[src/rtl/assert_ctrl_multi_pkg.sv]
// Shared types for the assertion-control unit: command opcodes,
// per-channel and global state encodings, and a small op classifier.
package assert_ctrl_pkg;

  typedef enum logic [2:0] {
    NOP  = 3'd0,
    ON   = 3'd1,
    OFF  = 3'd2,
    KILL = 3'd3,
    CLR  = 3'd4
  } op_e;

  typedef enum logic [1:0] {
    CH_OFF    = 2'd0,
    CH_ON     = 2'd1,
    CH_LOCKED = 2'd2
  } ch_state_e;

  typedef enum logic {
    GS_WARMUP = 1'b0,
    GS_RUN    = 1'b1
  } glob_state_e;

  // KILL and CLR both zero the counter and are the only ops that can release a lock
  function automatic logic is_clear_op(input op_e op);
    logic res;
    case (op)
      KILL:    res = 1'b1;
      CLR:     res = 1'b1;
      default: res = 1'b0;
    endcase
    return res;
  endfunction

endpackage

[src/rtl/assert_ctrl_multi_if.sv]
// Command port of the assertion-control unit (valid/ready handshake).
interface assert_ctrl_multi_if #(
  parameter int unsigned N_CH = 4
) ();
  localparam int unsigned CH_W = (N_CH > 1) ? $clog2(N_CH) : 1;

  logic                   cmd_valid;
  logic                   cmd_ready;
  assert_ctrl_pkg::op_e   cmd_op;
  logic                   cmd_bcast;
  logic [CH_W-1:0]        cmd_ch;

  modport master (
    output cmd_valid, cmd_op, cmd_bcast, cmd_ch,
    input  cmd_ready
  );

  modport slave (
    input  cmd_valid, cmd_op, cmd_bcast, cmd_ch,
    output cmd_ready
  );
endinterface

[src/rtl/assert_ctrl_multi_ch.sv]
// One assertion channel: OFF/ON/LOCKED state, saturating failure counter
// and auto-lock. A fail pulse is judged against the state held at the start
// of the cycle and counted before any same-cycle command takes effect.
module assert_ch_ctrl
  import assert_ctrl_pkg::*;
#(
  parameter int unsigned CNT_W     = 8,
  parameter int unsigned MAX_FAILS = 3
) (
  input  logic             clk,
  input  logic             rst,
  input  logic             run_start,
  input  logic             cmd_hit,
  input  op_e              cmd_op,
  input  logic             fail_in,
  output logic             chk_en,
  output logic             fail_out,
  output logic             locked,
  output logic [CNT_W-1:0] fail_cnt,
  output logic             lock_set,
  output logic             locked_nxt
);

  localparam logic [CNT_W-1:0] CNT_MAX  = {CNT_W{1'b1}};
  localparam logic [CNT_W-1:0] CNT_ZERO = {CNT_W{1'b0}};

  ch_state_e        state_r;
  ch_state_e        state_nxt_s;
  ch_state_e        st_f_s;
  logic [CNT_W-1:0] cnt_r;
  logic [CNT_W-1:0] cnt_inc_s;
  logic [CNT_W-1:0] cnt_f_s;
  logic [CNT_W-1:0] cnt_nxt_s;
  logic             counted_s;
  logic             thresh_s;
  logic             chk_en_r;
  logic             locked_r;
  logic             fail_out_r;

  // Fail accounting against the pre-cycle state: saturating increment and threshold detect
  always_comb begin
    counted_s = (state_r == CH_ON) && fail_in;
    cnt_inc_s = (cnt_r == CNT_MAX) ? cnt_r : (cnt_r + CNT_W'(1'b1));
    thresh_s  = counted_s && (MAX_FAILS != 32'd0) && (32'(cnt_inc_s) == MAX_FAILS);
    st_f_s    = thresh_s ? CH_LOCKED : state_r;
    cnt_f_s   = counted_s ? cnt_inc_s : cnt_r;
  end

  // Command applied on top of the fail outcome; a fresh lock beats ON/OFF,
  // while KILL/CLR act on the channel as it stood at the start of the cycle
  always_comb begin
    state_nxt_s = st_f_s;
    cnt_nxt_s   = cnt_f_s;
    if (run_start) begin
      state_nxt_s = CH_ON;
    end else if (cmd_hit) begin
      case (cmd_op)
        ON:      state_nxt_s = (st_f_s == CH_OFF) ? CH_ON : st_f_s;
        OFF:     state_nxt_s = (st_f_s == CH_ON) ? CH_OFF : st_f_s;
        KILL: begin
          state_nxt_s = CH_OFF;
          cnt_nxt_s   = CNT_ZERO;
        end
        CLR: begin
          state_nxt_s = (state_r == CH_ON) ? CH_ON : CH_OFF;
          cnt_nxt_s   = CNT_ZERO;
        end
        default: state_nxt_s = st_f_s;
      endcase
    end else begin
      state_nxt_s = st_f_s;
    end
  end

  // Lock-entry and next-lock indications feed the shared sticky error flag
  always_comb begin
    locked_nxt = (state_nxt_s == CH_LOCKED);
    lock_set   = (state_nxt_s == CH_LOCKED) && (state_r != CH_LOCKED);
  end

  // Channel state, counter and registered status outputs
  always_ff @(posedge clk) begin
    if (rst) begin
      state_r    <= CH_OFF;
      cnt_r      <= CNT_ZERO;
      chk_en_r   <= 1'b0;
      locked_r   <= 1'b0;
      fail_out_r <= 1'b0;
    end else begin
      state_r    <= state_nxt_s;
      cnt_r      <= cnt_nxt_s;
      chk_en_r   <= (state_nxt_s == CH_ON);
      locked_r   <= (state_nxt_s == CH_LOCKED);
      fail_out_r <= fail_in & chk_en_r;
    end
  end

  assign chk_en   = chk_en_r;
  assign locked   = locked_r;
  assign fail_out = fail_out_r;
  assign fail_cnt = cnt_r;

endmodule

[src/rtl/assert_ctrl_multi.sv]
// N-channel assertion-control unit: post-reset warm-up, command decode,
// per-channel controllers and a sticky lock error flag.
module assert_ctrl_multi
  import assert_ctrl_pkg::*;
#(
  parameter int unsigned N_CH      = 4,
  parameter int unsigned CNT_W     = 8,
  parameter int unsigned MAX_FAILS = 3,
  parameter int unsigned WARMUP    = 16
) (
  input  logic                  clk,
  input  logic                  rst,
  assert_ctrl_multi_if.slave    cmd,
  input  logic [N_CH-1:0]       fail_in,
  output logic [N_CH-1:0]       chk_en,
  output logic [N_CH-1:0]       fail_out,
  output logic [N_CH-1:0]       locked,
  output logic [N_CH*CNT_W-1:0] fail_cnt,
  output logic                  err
);

  localparam int unsigned   WU_W    = (WARMUP > 0) ? $clog2(WARMUP + 1) : 1;
  localparam logic [WU_W-1:0] WU_INIT = WU_W'(WARMUP);

  glob_state_e     glob_r;
  logic [WU_W-1:0] warm_cnt_r;
  logic            cmd_ready_r;
  logic            err_r;
  logic            run_start_s;
  logic            cmd_fire_s;
  logic            clr_fire_s;
  logic            ch_ok_s;
  logic [N_CH-1:0] hit_s;
  logic [N_CH-1:0] lock_set_s;
  logic [N_CH-1:0] locked_nxt_s;

  // Global warm-up/run sequencer; commands are only accepted once running
  always_ff @(posedge clk) begin
    if (rst) begin
      glob_r      <= GS_WARMUP;
      warm_cnt_r  <= WU_INIT;
      cmd_ready_r <= 1'b0;
    end else begin
      case (glob_r)
        GS_WARMUP: begin
          if (warm_cnt_r == {WU_W{1'b0}}) begin
            glob_r      <= GS_RUN;
            cmd_ready_r <= 1'b1;
          end else begin
            warm_cnt_r  <= warm_cnt_r - WU_W'(1'b1);
            cmd_ready_r <= 1'b0;
          end
        end
        GS_RUN: begin
          glob_r      <= GS_RUN;
          cmd_ready_r <= 1'b1;
        end
        default: begin
          glob_r      <= GS_WARMUP;
          warm_cnt_r  <= WU_INIT;
          cmd_ready_r <= 1'b0;
        end
      endcase
    end
  end

  // Command decode: accepted handshake, channel range check and per-channel hit mask
  always_comb begin
    run_start_s = (glob_r == GS_WARMUP) && (warm_cnt_r == {WU_W{1'b0}});
    cmd_fire_s  = cmd.cmd_valid && cmd_ready_r;
    clr_fire_s  = cmd_fire_s && is_clear_op(cmd.cmd_op);
    ch_ok_s     = (32'(cmd.cmd_ch) < N_CH);
    hit_s       = {N_CH{1'b0}};
    for (int i = 0; i < N_CH; i++) begin
      hit_s[i] = cmd_fire_s && (cmd.cmd_bcast || (ch_ok_s && (32'(cmd.cmd_ch) == 32'(i))));
    end
  end

  genvar g;
  generate
    for (g = 0; g < N_CH; g++) begin : g_ch
      assert_ch_ctrl #(
        .CNT_W     (CNT_W),
        .MAX_FAILS (MAX_FAILS)
      ) u_ch (
        .clk        (clk),
        .rst        (rst),
        .run_start  (run_start_s),
        .cmd_hit    (hit_s[g]),
        .cmd_op     (cmd.cmd_op),
        .fail_in    (fail_in[g]),
        .chk_en     (chk_en[g]),
        .fail_out   (fail_out[g]),
        .locked     (locked[g]),
        .fail_cnt   (fail_cnt[g*CNT_W +: CNT_W]),
        .lock_set   (lock_set_s[g]),
        .locked_nxt (locked_nxt_s[g])
      );
    end
  endgenerate

  // Sticky error: set on any new lock, released by a clear-type command that leaves nothing locked
  always_ff @(posedge clk) begin
    if (rst) begin
      err_r <= 1'b0;
    end else if (|lock_set_s) begin
      err_r <= 1'b1;
    end else if (clr_fire_s && !(|locked_nxt_s)) begin
      err_r <= 1'b0;
    end else begin
      err_r <= err_r;
    end
  end

  assign cmd.cmd_ready = cmd_ready_r;
  assign err           = err_r;

endmodule

[src/flat_wrapper.sv]
// flat-port wrapper written by rule: the top's interface ports become plain ports
module assert_ctrl_multi_flat import assert_ctrl_pkg::*;
#(
  parameter int unsigned N_CH      = 4,
  parameter int unsigned CNT_W     = 8,
  parameter int unsigned MAX_FAILS = 3,
  parameter int unsigned WARMUP    = 16
)
  (clk, rst, fail_in, chk_en, fail_out, locked, fail_cnt, err, cmd_cmd_valid, cmd_cmd_op, cmd_cmd_bcast, cmd_cmd_ch, cmd_cmd_ready);
  assert_ctrl_multi_if #(.N_CH(N_CH)) cmd_i ();
  input  logic clk;
  input  logic rst;
  input  logic [N_CH-1:0] fail_in;
  output logic [N_CH-1:0] chk_en;
  output logic [N_CH-1:0] fail_out;
  output logic [N_CH-1:0] locked;
  output logic [N_CH*CNT_W-1:0] fail_cnt;
  output logic err;
  input wire logic [$bits(cmd_i.cmd_valid)-1:0] cmd_cmd_valid;
  input wire logic [$bits(cmd_i.cmd_op)-1:0] cmd_cmd_op;
  input wire logic [$bits(cmd_i.cmd_bcast)-1:0] cmd_cmd_bcast;
  input wire logic [$bits(cmd_i.cmd_ch)-1:0] cmd_cmd_ch;
  output wire logic [$bits(cmd_i.cmd_ready)-1:0] cmd_cmd_ready;
  assign cmd_i.cmd_valid = cmd_cmd_valid;
  assign cmd_i.cmd_op = cmd_cmd_op;
  assign cmd_i.cmd_bcast = cmd_cmd_bcast;
  assign cmd_i.cmd_ch = cmd_cmd_ch;
  assign cmd_cmd_ready = cmd_i.cmd_ready;
  assert_ctrl_multi #(.N_CH(N_CH), .CNT_W(CNT_W), .MAX_FAILS(MAX_FAILS), .WARMUP(WARMUP)) u_core (.clk(clk), .rst(rst), .cmd(cmd_i), .fail_in(fail_in), .chk_en(chk_en), .fail_out(fail_out), .locked(locked), .fail_cnt(fail_cnt), .err(err));
endmodule
[config.mk]
export PLATFORM = sky130hd
export DESIGN_NAME = assert_ctrl_multi_flat
export DESIGN_NICKNAME = d
export VERILOG_FILES = /design/src/rtl/assert_ctrl_multi_pkg.sv /design/src/rtl/assert_ctrl_multi_if.sv /design/src/rtl/assert_ctrl_multi_ch.sv /design/src/rtl/assert_ctrl_multi.sv /design/src/flat_wrapper.sv
export SDC_FILE = /design/constraint.sdc
export NUM_CORES = 1
export LEC_CHECK = 0
export CAP_MARGIN = 20
export CORE_MARGIN = 2
export CORE_UTILIZATION = 40
export DETAILED_ROUTE_END_ITERATION = 8
export RECOVER_POWER = 50
export SETUP_SLACK_MARGIN = 0.05
export SLEW_MARGIN = 20
export SYNTH_ARGS = -nofsm -noshare
export SYNTH_HDL_FRONTEND = slang
export SYNTH_SLANG_ARGS = --single-unit
[constraint.sdc]
create_clock -name clk -period 3.1 [get_ports clk]
set_input_delay 0.775 -clock clk [delete_from_list [all_inputs] [get_ports clk]]
set_output_delay 0.775 -clock clk [all_outputs]
set_load 0.1 [all_outputs]
# Yosys cells after proc, flatten, opt, wreduce, memory -nomap -nowiden
# Cells that the tools add are included.
dict set report totals {
  wordCells 158
  input_bits 13
  register_bits 59
  out_inout_bits 46
}
dict set report op_classes {
  mux 53
  bitwise_logic 6
  add_sub_neg 5
  eq_ne 35
  n_reduce_logical 36
}
# op n
set op_table {}
lappend op_table {{8-bit 2-to-1 mux} 20}
lappend op_table {{2-bit 2-to-1 mux} 20}
lappend op_table {{8-bit by 1-bit adder with 8-bit output, second input constant} 4}
lappend op_table {{8-bit by 2-bit == test with 1-bit output, second input constant} 4}
lappend op_table {{8-bit == test, second input constant} 4}
lappend op_table {{2-bit case mux with 4 select lines} 4}
lappend op_table {{2-bit by 1-bit == test with 1-bit output, second input constant} 13}
lappend op_table {{1-bit logical AND} 20}
lappend op_table {{2-bit == test, second input constant} 6}
lappend op_table {{2-bit logical NOT} 5}
lappend op_table {{1-bit 2-to-1 mux} 8}
lappend op_table {{2-bit inequality test, second input constant} 4}
lappend op_table {{4-bit OR reduction} 2}
lappend op_table {{3-bit by 2-bit == test with 1-bit output, second input constant} 2}
lappend op_table {{5-bit logical NOT} 1}
lappend op_table {{5-bit by 1-bit subtractor with 5-bit output, second input constant} 1}
lappend op_table {{1-bit AND} 4}
lappend op_table {{1-bit logical OR} 4}
lappend op_table {{3-bit by 1-bit == test with 1-bit output, second input constant} 1}
lappend op_table {{3-bit == test, second input constant} 1}
lappend op_table {{1-bit inverter} 2}
lappend op_table {{1-bit case mux with 2 select lines} 1}
lappend op_table {{2-bit AND reduction} 1}
lappend op_table {{2-bit nonzero test} 1}
lappend op_table {{2 further kinds} 2}

# Logic depth before layout (Yosys ltp)
# Gate-level depths: netlist (run 1).
dict set report depth {
  ltp_word 16
  mapped_depth 9
  mapped_depth_nobuf 8
}

# Cells and area by module
# A second synthesis (run 1) with hierarchy kept.
dict set report hier_totals {
  hier_cells 424
  area_unflattened_um2 3667.3
}
# mod area_each_um2 cells_each seq_area_each_um2 n_inst
set by_module_without_submodules {}
lappend by_module_without_submodules {assert_ch_ctrl 813.3 93 260.2 4}
lappend by_module_without_submodules {assert_ctrl_multi 414.1 52 140.1 1}

# Worst setup path after synthesis (run 1)
# Ideal clock, no wire load.
dict set report synth_path {
  path_type {flip-flop to flip-flop}
  from {register u_core.g_ch[3].u_ch.cnt_r[0]}
  to {register u_core.err_r (netlist: u_core.err)}
  setup_time_ps 74
  required_time_ps 3026
  synth_period_minus_slack_ps 2865
  path_stages_with_launch 9
  n_path_buf 0
  arrival_time_ps 2790
  setup_slack_ps 235
  cell_sequence {dfxtp_1 > ha_1 > nand4_1 > a311o_1 > a21oi_1 > nand3_1 > a211oi_1 > o41ai_1 > a31oi_1}
}
dict set report synth_between {
  elab_chain_cells 15
  elab_cells_between_ends 21
  classes_between {add/sub (1); eq/ne (4); mux (8); reduce/logical (8)}
}
# item line_no
set synth_lines {}
lappend synth_lines {{start, declared} assert_ctrl_multi_ch.sv:30} ;# logic [CNT_W-1:0] cnt_r;
lappend synth_lines {{start signal, assigned} assert_ctrl_multi_ch.sv:91} ;# cnt_r <= cnt_nxt_s;
lappend synth_lines {{8-bit by 1-bit adder with 8-bit output / 8-bit == test (equally long branches)} assert_ctrl_multi_ch.sv:43} ;# cnt_inc_s = (cnt_r == CNT_MAX) ? cnt_r : (cnt_r + CNT_W'(1'b1));
lappend synth_lines {{8-bit 2-to-1 mux *} assert_ctrl_multi_ch.sv:43}
lappend synth_lines {{8-bit by 2-bit == test with 1-bit output *} assert_ctrl_multi_ch.sv:44} ;# thresh_s = counted_s && (MAX_FAILS != 32'd0) && (32'(cnt_inc_s) == MAX_FAILS);
lappend synth_lines {{1-bit logical AND *} assert_ctrl_multi_ch.sv:44}
lappend synth_lines {{2-bit 2-to-1 mux *} assert_ctrl_multi_ch.sv:45} ;# st_f_s = thresh_s ? CH_LOCKED : state_r;
lappend synth_lines {{2-bit by 1-bit == test with 1-bit output / 2-bit logical NOT (equally long branches)} {assert_ctrl_multi_ch.sv:59, assert_ctrl_multi_ch.sv:58}}
lappend synth_lines {{2-bit 2-to-1 mux, on equally long branches} {assert_ctrl_multi_ch.sv:59, assert_ctrl_multi_ch.sv:58}}
lappend synth_lines {{2-bit case mux with 4 select lines} assert_ctrl_multi_ch.sv:57} ;# case (cmd_op)
lappend synth_lines {{2-bit 2-to-1 mux *} assert_ctrl_multi_ch.sv:56} ;# end else if (cmd_hit) begin
lappend synth_lines {{2-bit 2-to-1 mux *} assert_ctrl_multi_ch.sv:54} ;# if (run_start) begin
lappend synth_lines {{2-bit == test *} {assert_ctrl_multi_ch.sv:77, assert_ctrl_multi_ch.sv:78}}
lappend synth_lines {{4-bit OR reduction} assert_ctrl_multi.sv:108} ;# end else if (clr_fire_s && !(|locked_nxt_s)) begin
lappend synth_lines {{1-bit logical NOT} assert_ctrl_multi.sv:108}
lappend synth_lines {{1-bit logical AND} assert_ctrl_multi.sv:108}
lappend synth_lines {{2-bit nonzero test (no source line)} -}
lappend synth_lines {{end signal, assigned} assert_ctrl_multi.sv:111} ;# err_r <= err_r;
lappend synth_lines {{end, declared} assert_ctrl_multi.sv:28} ;# logic err_r;
# Mark *: on every way between the ends. The rest lies on a longest branch, timed or not.
# A chain may end at the register's enable or synchronous reset.

# Worst setup path in the final report (run 1)
dict set report layout_path {
  from {input port cmd_cmd_op[2]}
  to {register u_core.g_ch[1].u_ch.chk_en_r}
}
dict set report layout_between {
  elab_chain_cells 5
  elab_cells_between_ends 8
  classes_between {eq/ne (5); mux (3)}
}
# item line_no
set layout_lines {}
lappend layout_lines {{start, declared} flat_wrapper.sv:20} ;# input wire logic [$bits(cmd_i.cmd_op)-1:0] cmd_cmd_op;
lappend layout_lines {{3-bit == test, or another cell as far along} assert_ctrl_multi_ch.sv:57}
lappend layout_lines {{2-bit case mux with 4 select lines *} assert_ctrl_multi_ch.sv:57}
lappend layout_lines {{2-bit 2-to-1 mux *} assert_ctrl_multi_ch.sv:56}
lappend layout_lines {{2-bit 2-to-1 mux *} assert_ctrl_multi_ch.sv:54}
lappend layout_lines {{2-bit by 1-bit == test with 1-bit output *} assert_ctrl_multi_ch.sv:92} ;# chk_en_r <= (state_nxt_s == CH_ON);
lappend layout_lines {{end signal, assigned} assert_ctrl_multi_ch.sv:92}
lappend layout_lines {{end, declared} assert_ctrl_multi_ch.sv:36} ;# logic chk_en_r;
# Marked as above.

==> impl_metrics.yaml, run 1 <==
outcome:
  status: "complete, no violations"
sta:
  maxSlewViolCount: 0
  fin_crit_sh_pct: 87.6
  hold_violations: 0
  rsz0062_at_grt: "false"
  setup_viol: 0
  worst_pin_slew_ps: 1180
  maxSlewHeadroom_pct: 21.9
  finalClockSkew_ps: 6.72
  min_period_ps: 2720
  setup_tns_ps: 0
  setup_slack_ps: 383
  fmax_ghz: 0.368
min_path:
  hold_path_class: "reg -> reg"
  holdPathStages: 2
route:
  drtIter0Drc: 157
  viasPerCell: 5.39
  drt-pass1-iter-count: 4
  dr_total_vias: 3118
  wl_per_cell_um: 13.8
  ant_nets: 0
  drc: 0
  wl_um: 7950
cts:
  cts.sink_count: 59
  clock_path_buffers: 2
  worst_skew_pair.late_latency_ps: 340
  tritoncts: "built"
  cts_made_buffers: 9
  htreeDepth: 3
  cts_hold_buf: 0
  clkTransAtPathRegs_ps: 60
  ctsResizeCount: 0
  postCtsSetupRepairBufs: 0
  root_buffer: "clkbuf_8"
yosys:
  netlist_instances: 422
  syn_area_um2: 3320
  synth_ff_type: "dfxtp_1"
  ys_ff_latch: 59
  async_flop_share_pct: 0
  synth_edf_count: 0
  synth_nets: 440
  ys_seq_area_share_pct: 35.5
  synth_cell_types: 57
  yosysWarnings: 0
  syn_area_per_cell_um2: 7.87
placed_design:
  gp_congestion: 0.910
  hpwl_um: 5820
  port_buffers: 58
  place_area_um2: 3840
  placedCellCount: 566
  place_ws_ps: 64.9
setup_path:
  cp.arrival_ps: 3000
  worstPathMaxFanout: 9
  path_class: "in -> reg"
  cp.required_ps: 3380
  critPathCaptureType: "flop"
  start_kind: "input pin"
  rr_worst_depth: 8
grt:
  grt_overflow_total: 0
  grt_max_degree: 15
  grt_pass1_wl_um: 13300
  antenna_found_initial: 0
  grt_pass1_vias: 2878
  grt_use_total_pct: 18.4
die:
  start_util_pct: 40.9
  num_rows: 33
  dieArea_um2: 9050
  die_w_um: 95.2
  io_pins: 59
  die_h_um: 95.2
  coreArea_um2: 8130
finish:
  area_delta_synth_final_pct: 15.2
  final_cell_mix: "dfxtp_1 (59), nor2_1 (56), clkbuf_1 (45)"
  final_area_um2: 3830
  drive_gt1_share_pct: 6.98
  antenna-diode-count: 0
  nNetsFinal: 490
  final_core_util_pct: 47.1
  final_cell_count_no_fill: 578
  final_common_cell: "dfxtp_1"
power:
  p_per_area_nw_per_um2: 560
  vdd_drop_max_mv: 0.320
  leakagePower_nw: 1.39
run:
  cap_violations: 0
[final timing paths]
path	start	to	slack, ps
worst max-delay path	cmd_cmd_op[2]	u_core.g_ch[1].u_ch.chk_en$_SDFF_PP0_	380
worst min-delay path	u_core.g_ch[0].u_ch.chk_en$_SDFF_PP0_	u_core.g_ch[0].u_ch.fail_out$_SDFF_PP0_	430
worst max register to register	u_core.g_ch[3].u_ch.fail_cnt[0]$_SDFF_PP0_	u_core.err$_SDFFE_PP0P_	660
worst min register to register	u_core.g_ch[0].u_ch.chk_en$_SDFF_PP0_	u_core.g_ch[0].u_ch.fail_out$_SDFF_PP0_	430
[layout make-up]
| class | instances | area, µm² |
|---|---|---|
| clock buffers | 12 | 155 |
| fillers | 848 | 4310 |
| inverters | 13 | 48.8 |
| multi-input cells | 321 | 1940 |
| flip-flops and latches | 59 | 1180 |
| well taps | 105 | 131 |
| repair buffers | 68 | 375 |
[flip-flops by register name, summed over array words and instances, names as in the netlist]
name,count
u_core.g_ch.u_ch.fail_cnt,32
u_core.g_ch.u_ch.state_r,8
u_core.warm_cnt_r,5
u_core.g_ch.u_ch.chk_en,4
u_core.g_ch.u_ch.fail_out,4
u_core.g_ch.u_ch.locked,4
u_core.cmd.cmd_ready,1
u_core.err,1
[logic make-up (layout without fill, tap and decap cells)]
group,count (synthesis),in the layout,share of synthesized area [%]
buffers and inverters,42,93,6.17
multiplexers,9,9,2.75
AND/OR/NAND/NOR,197,197,31.0
AO/OA/AOI/OAI,92,92,17.9
adder cells (fa/ha/maj),5,5,1.88
XOR/XNOR,18,18,4.74
flip-flops,59,59,35.5
[metal layers]
layer	global-route usage (%)	up-vias	wire length, µm
met1	25.6	1451	3900
met5	0	-	0
li1	-	1589	-
met4	3.99	0	63
met3	5.61	4	466
met2	28.1	74	3520
[critical path: stages]
cell and delay [ps]:
clkdlybuf4s50_1 600, or3b_4 450, a21oi_4 170, or4b_1 450, a21oi_1 150, o22ai_1 110
a21oi_2 160, and2_1 120
[cells in the mapped netlist, types with 8 or more instances]
master / number / share of area (%)
dfxtp_1: 59 / 36
mux2i_1: 8 / 2.4
inv_1: 13 / 1.5
buf_4: 12 / 2.7
nor3_1: 16 / 2.4
nand2b_1: 9 / 1.7
a21oi_1: 23 / 3.5
o21ai_0: 24 / 3.6
xor2_1: 11 / 2.9
nand2_1: 28 / 3.2
nand3_1: 23 / 3.5
clkbuf_1: 15 / 1.7
nor2_1: 56 / 6.3
nand4_1: 9 / 1.7
nor2b_1: 8 / 1.5
and3_1: 9 / 1.7
[stage by stage]
| step | hold slack (ps) | total power [W] |
|---|---|---|
| after floorplan | 417 | 0.00146 |
| after global placement | 429 | 0.00159 |
| after detailed placement | 430 | 0.00160 |
| after CTS | 428 | 0.00220 |
| after global routing | 442 | 0.00226 |
| final | 430 | 0.00214 |
[where the power goes]
group / leakage [nW] / switching (W) / internal (W)
Combinational: 0.828 / 0.000453 / 0.000182
Sequential: 0.477 / 0.0000776 / 0.000838
Clock: 0.0803 / 0.000275 / 0.000316
Total: 1.39 / 0.000806 / 0.00134
(Power assumes the default switching activity.)
==> inputs of run 2 (changes only) <==
--- a/config.mk
+++ b/config.mk
@@ -5,9 +5,12 @@
 export SDC_FILE = /design/constraint.sdc
 export NUM_CORES = 1
 export LEC_CHECK = 0
+export ABC_AREA = 1
+export ABC_CLOCK_PERIOD_IN_PS = 3100
 export CAP_MARGIN = 20
 export CORE_MARGIN = 2
 export CORE_UTILIZATION = 40
+export CTS_CLUSTER_SIZE = 20
 export DETAILED_ROUTE_END_ITERATION = 8
 export RECOVER_POWER = 50
 export SETUP_SLACK_MARGIN = 0.05
==> run 2 against run 1 <==
Die area rose by 7.2%; flip-flop and latch count unchanged; critical path depth rose by 5; clock power rose by 15%; wire length increased by 7.7%; maximum frequency increased by 1.7%; clock skew grew 2.8 ps; utilization is 0.25 points higher; total power up 34%; highest routed layer unchanged.
==> impl_metrics.yaml, run 2 <==
grt:
  grt_overflow_total: 0
  grt_max_degree: 18
  grt_use_total_pct: 18.2
  grt_pass1_wl_um: 14600
  grt_pass1_vias: 3177
  antenna_found_initial: 0
finish:
  nNetsFinal: 620
  final_cell_mix: "nand2_1 (114), inv_1 (90), nor2_1 (62)"
  largest_reg_flops: 32
  area_delta_synth_final_pct: 14.9
  n_fill_cell: 934
  final_cell_count_no_fill: 713
  final_common_cell: "nand2_1"
  final_core_util_pct: 47.3
  drive_gt1_share_pct: 9.26
  antenna-diode-count: 0
setup_path:
  start_kind: "input pin"
  slowest_delay_ps: 560
  cp_top_family: "buffers and inverters"
  slowest_stage: "dlygate4sd3_1"
  cp.arrival_ps: 2860
  crit_path_cell_trace: "dlygate4sd3_1 > inv_1 > nor2_1 > a21oi_1 > nand2_1 > inv_2 > nor2_1 > nor2_1 > a21oi_1 > nand3_1 > nand3_2 > o21bai_2 > a21oi_2"
  worstPathMaxFanout: 5
  crit_top_cell: "nor2_1"
  critPathCaptureType: "flop"
  path_class: "in -> reg"
  cp.required_ps: 3290
  path_buf_inv: 3
route:
  wl_met2_um: 3700
  ant_nets: 0
  top_layer_used: "met4"
  met3_length_um: 426
  viasPerCell: 4.91
  drtIter0Drc: 139
  wl_um: 8560
  drt-pass1-iter-count: 5
  wl_per_cell_um: 12.0
  drc: 0
  met1Wirelength_um: 4340
  dr_total_vias: 3501
power:
  leakagePower_nw: 1.85
  finalPower_w: 0.00286
  p_per_area_nw_per_um2: 697
  vdd_drop_max_mv: 0.456
yosys:
  synth_ff_type: "dfxtp_1"
  synth-xor-area-share_pct: 0.700
  syn_area_per_cell_um2: 6.51
  yosys.area.top_type: "dfxtp_1"
  synthSimpleGateAreaFrac_pct: 36.3
  syn_area_um2: 3570
  synth_compound_area_share_pct: 14.5
  synth_nets: 567
  synth_edf_count: 0
  synth.area.mux_share_pct: 0
  ys_ff_latch: 59
  synth_cell_types: 39
  synth_top_family_by_area: "simple AND/OR/NAND/NOR gates"
  synth_top_area_share_pct: 33.1
  async_flop_share_pct: 0
  ys_seq_area_share_pct: 33.1
  yosys.area_share.adder_pct: 1.75
  yosysMostFrequentCell: "nand2_1"
  synth_commonest_cells: "nand2_1 (114), inv_1 (90), nor2_1 (62)"
  netlist_instances: 549
  synth_area_leaders: "dfxtp_1 (33%), nand2_1 (12%), inv_1 (9.5%)"
  yosysWarnings: 0
sta:
  setup_viol: 0
  rsz0062_at_grt: "false"
  min_period_ps: 2670
  maxSlewViolCount: 0
  worst_pin_slew_ps: 1210
  fmax_ghz: 0.374
  finalClockSkew_ps: 9.56
  setup_tns_ps: 0
  maxSlewHeadroom_pct: 19.8
  hold_violations: 0
  fin_crit_sh_pct: 86.2
die:
  dieArea_um2: 9710
  die_h_um: 98.5
  io_pins: 59
  coreArea_um2: 8680
  num_rows: 34
  start_util_pct: 41.2
  die_w_um: 98.5
run:
  cap_violations: 0
cts:
  htreeDepth: 3
  postCtsSetupRepairBufs: 0
  clkTransAtPathRegs_ps: 70
  ctsResizeCount: 0
  root_buffer: "clkbuf_8"
  tritoncts: "built"
  worst_skew_pair.late_latency_ps: 340
  cts_hold_buf: 0
  cts.sink_count: 59
  cts_made_buffers: 9
  clock_path_buffers: 2
min_path:
  hold_path_class: "reg -> reg"
outcome:
  status: "complete, no violations"
placed_design:
  port_buffers: 58
  placedCellCount: 699
  gp_congestion: 0.923
  hpwl_um: 6570
==> run 2: changes by cell type in the layout (fill, tap and decap cells not counted), sizes merged, moves of 6 or more <==
cell,change
nand2,+94
a21oi,+10
o21ai,+13
and3,-7
xor2,-10
xnor2,-6
nor2,+15
nand3,+28
nor2b,-8
inv,+82
nor3,-8
nand2b,-9
mux2i,-8
==> run 2: through the flow <==
step | hold slack [ps] | worst slack [ps] | cell area [µm²]
after floorplan | 417 | 363 | 3570
after global placement | 427 | 298 | 4080
after detailed placement | 432 | 216 | 4080
after CTS | 444 | 569 | 4260
after global routing | 455 | 213 | 4110
final | 437 | 428 | 4110
==> run 2: final timing paths <==
kind / end / startpoint / cells after the start / slack, ps
hold / removal: u_core.g_ch[0].u_ch.fail_out$_SDFF_PP0_ / u_core.g_ch[0].u_ch.chk_en$_SDFF_PP0_ / 2 / 440
setup reg to reg: u_core.err$_SDFFE_PP0P_ / u_core.g_ch[2].u_ch.fail_cnt[0]$_SDFF_PP0_ / 13 / 700
setup / recovery: u_core.err$_SDFFE_PP0P_ / cmd_cmd_op[0] / 13 / 430
hold reg to reg: u_core.g_ch[0].u_ch.fail_out$_SDFF_PP0_ / u_core.g_ch[0].u_ch.chk_en$_SDFF_PP0_ / 2 / 440
==> run 2: kinds of logic after synthesis <==
family                     after synthesis
AOI/OAI and AO/OA                       93
xor gates and xnor gates                 2
adders and majority gates                5
buffers and inverters                  116
DFF                                     59
and+or+nand+nor                        274
==> run 2: power by group <==
group          internal, W  switching, W  total, W
clock             0.000382      0.000300  0.000681
sequential        0.000883      0.000140   0.00102
combinational     0.000241      0.000916   0.00116
==> run 2: layout make-up <==
| class | count | area [µm²] | area share (%) |
|---|---|---|---|
| inverters | 95 | 357 | 8.68 |
| clock inverters | 3 | 40.0 | 0.975 |
| repair buffers | 63 | 349 | 8.50 |
| multi-input cells | 374 | 1900 | 46.3 |
| clock buffers | 11 | 141 | 3.44 |
| flip-flops and latches | 59 | 1180 | 28.8 |
| well taps | 108 | 135 | 3.29 |
==> run 2: worst min-delay path: stages (launching register included) <==
cell	delay, ps
dfxtp_1	310
nand2_1	60
nor2_1	30
==> run 2: metal layers <==
layer	vias up	track usage (%)
li1	1862	-
met1	1556	26.1
met2	74	27.8
met3	9	3.97
met4	0	4.85
met5	-	0
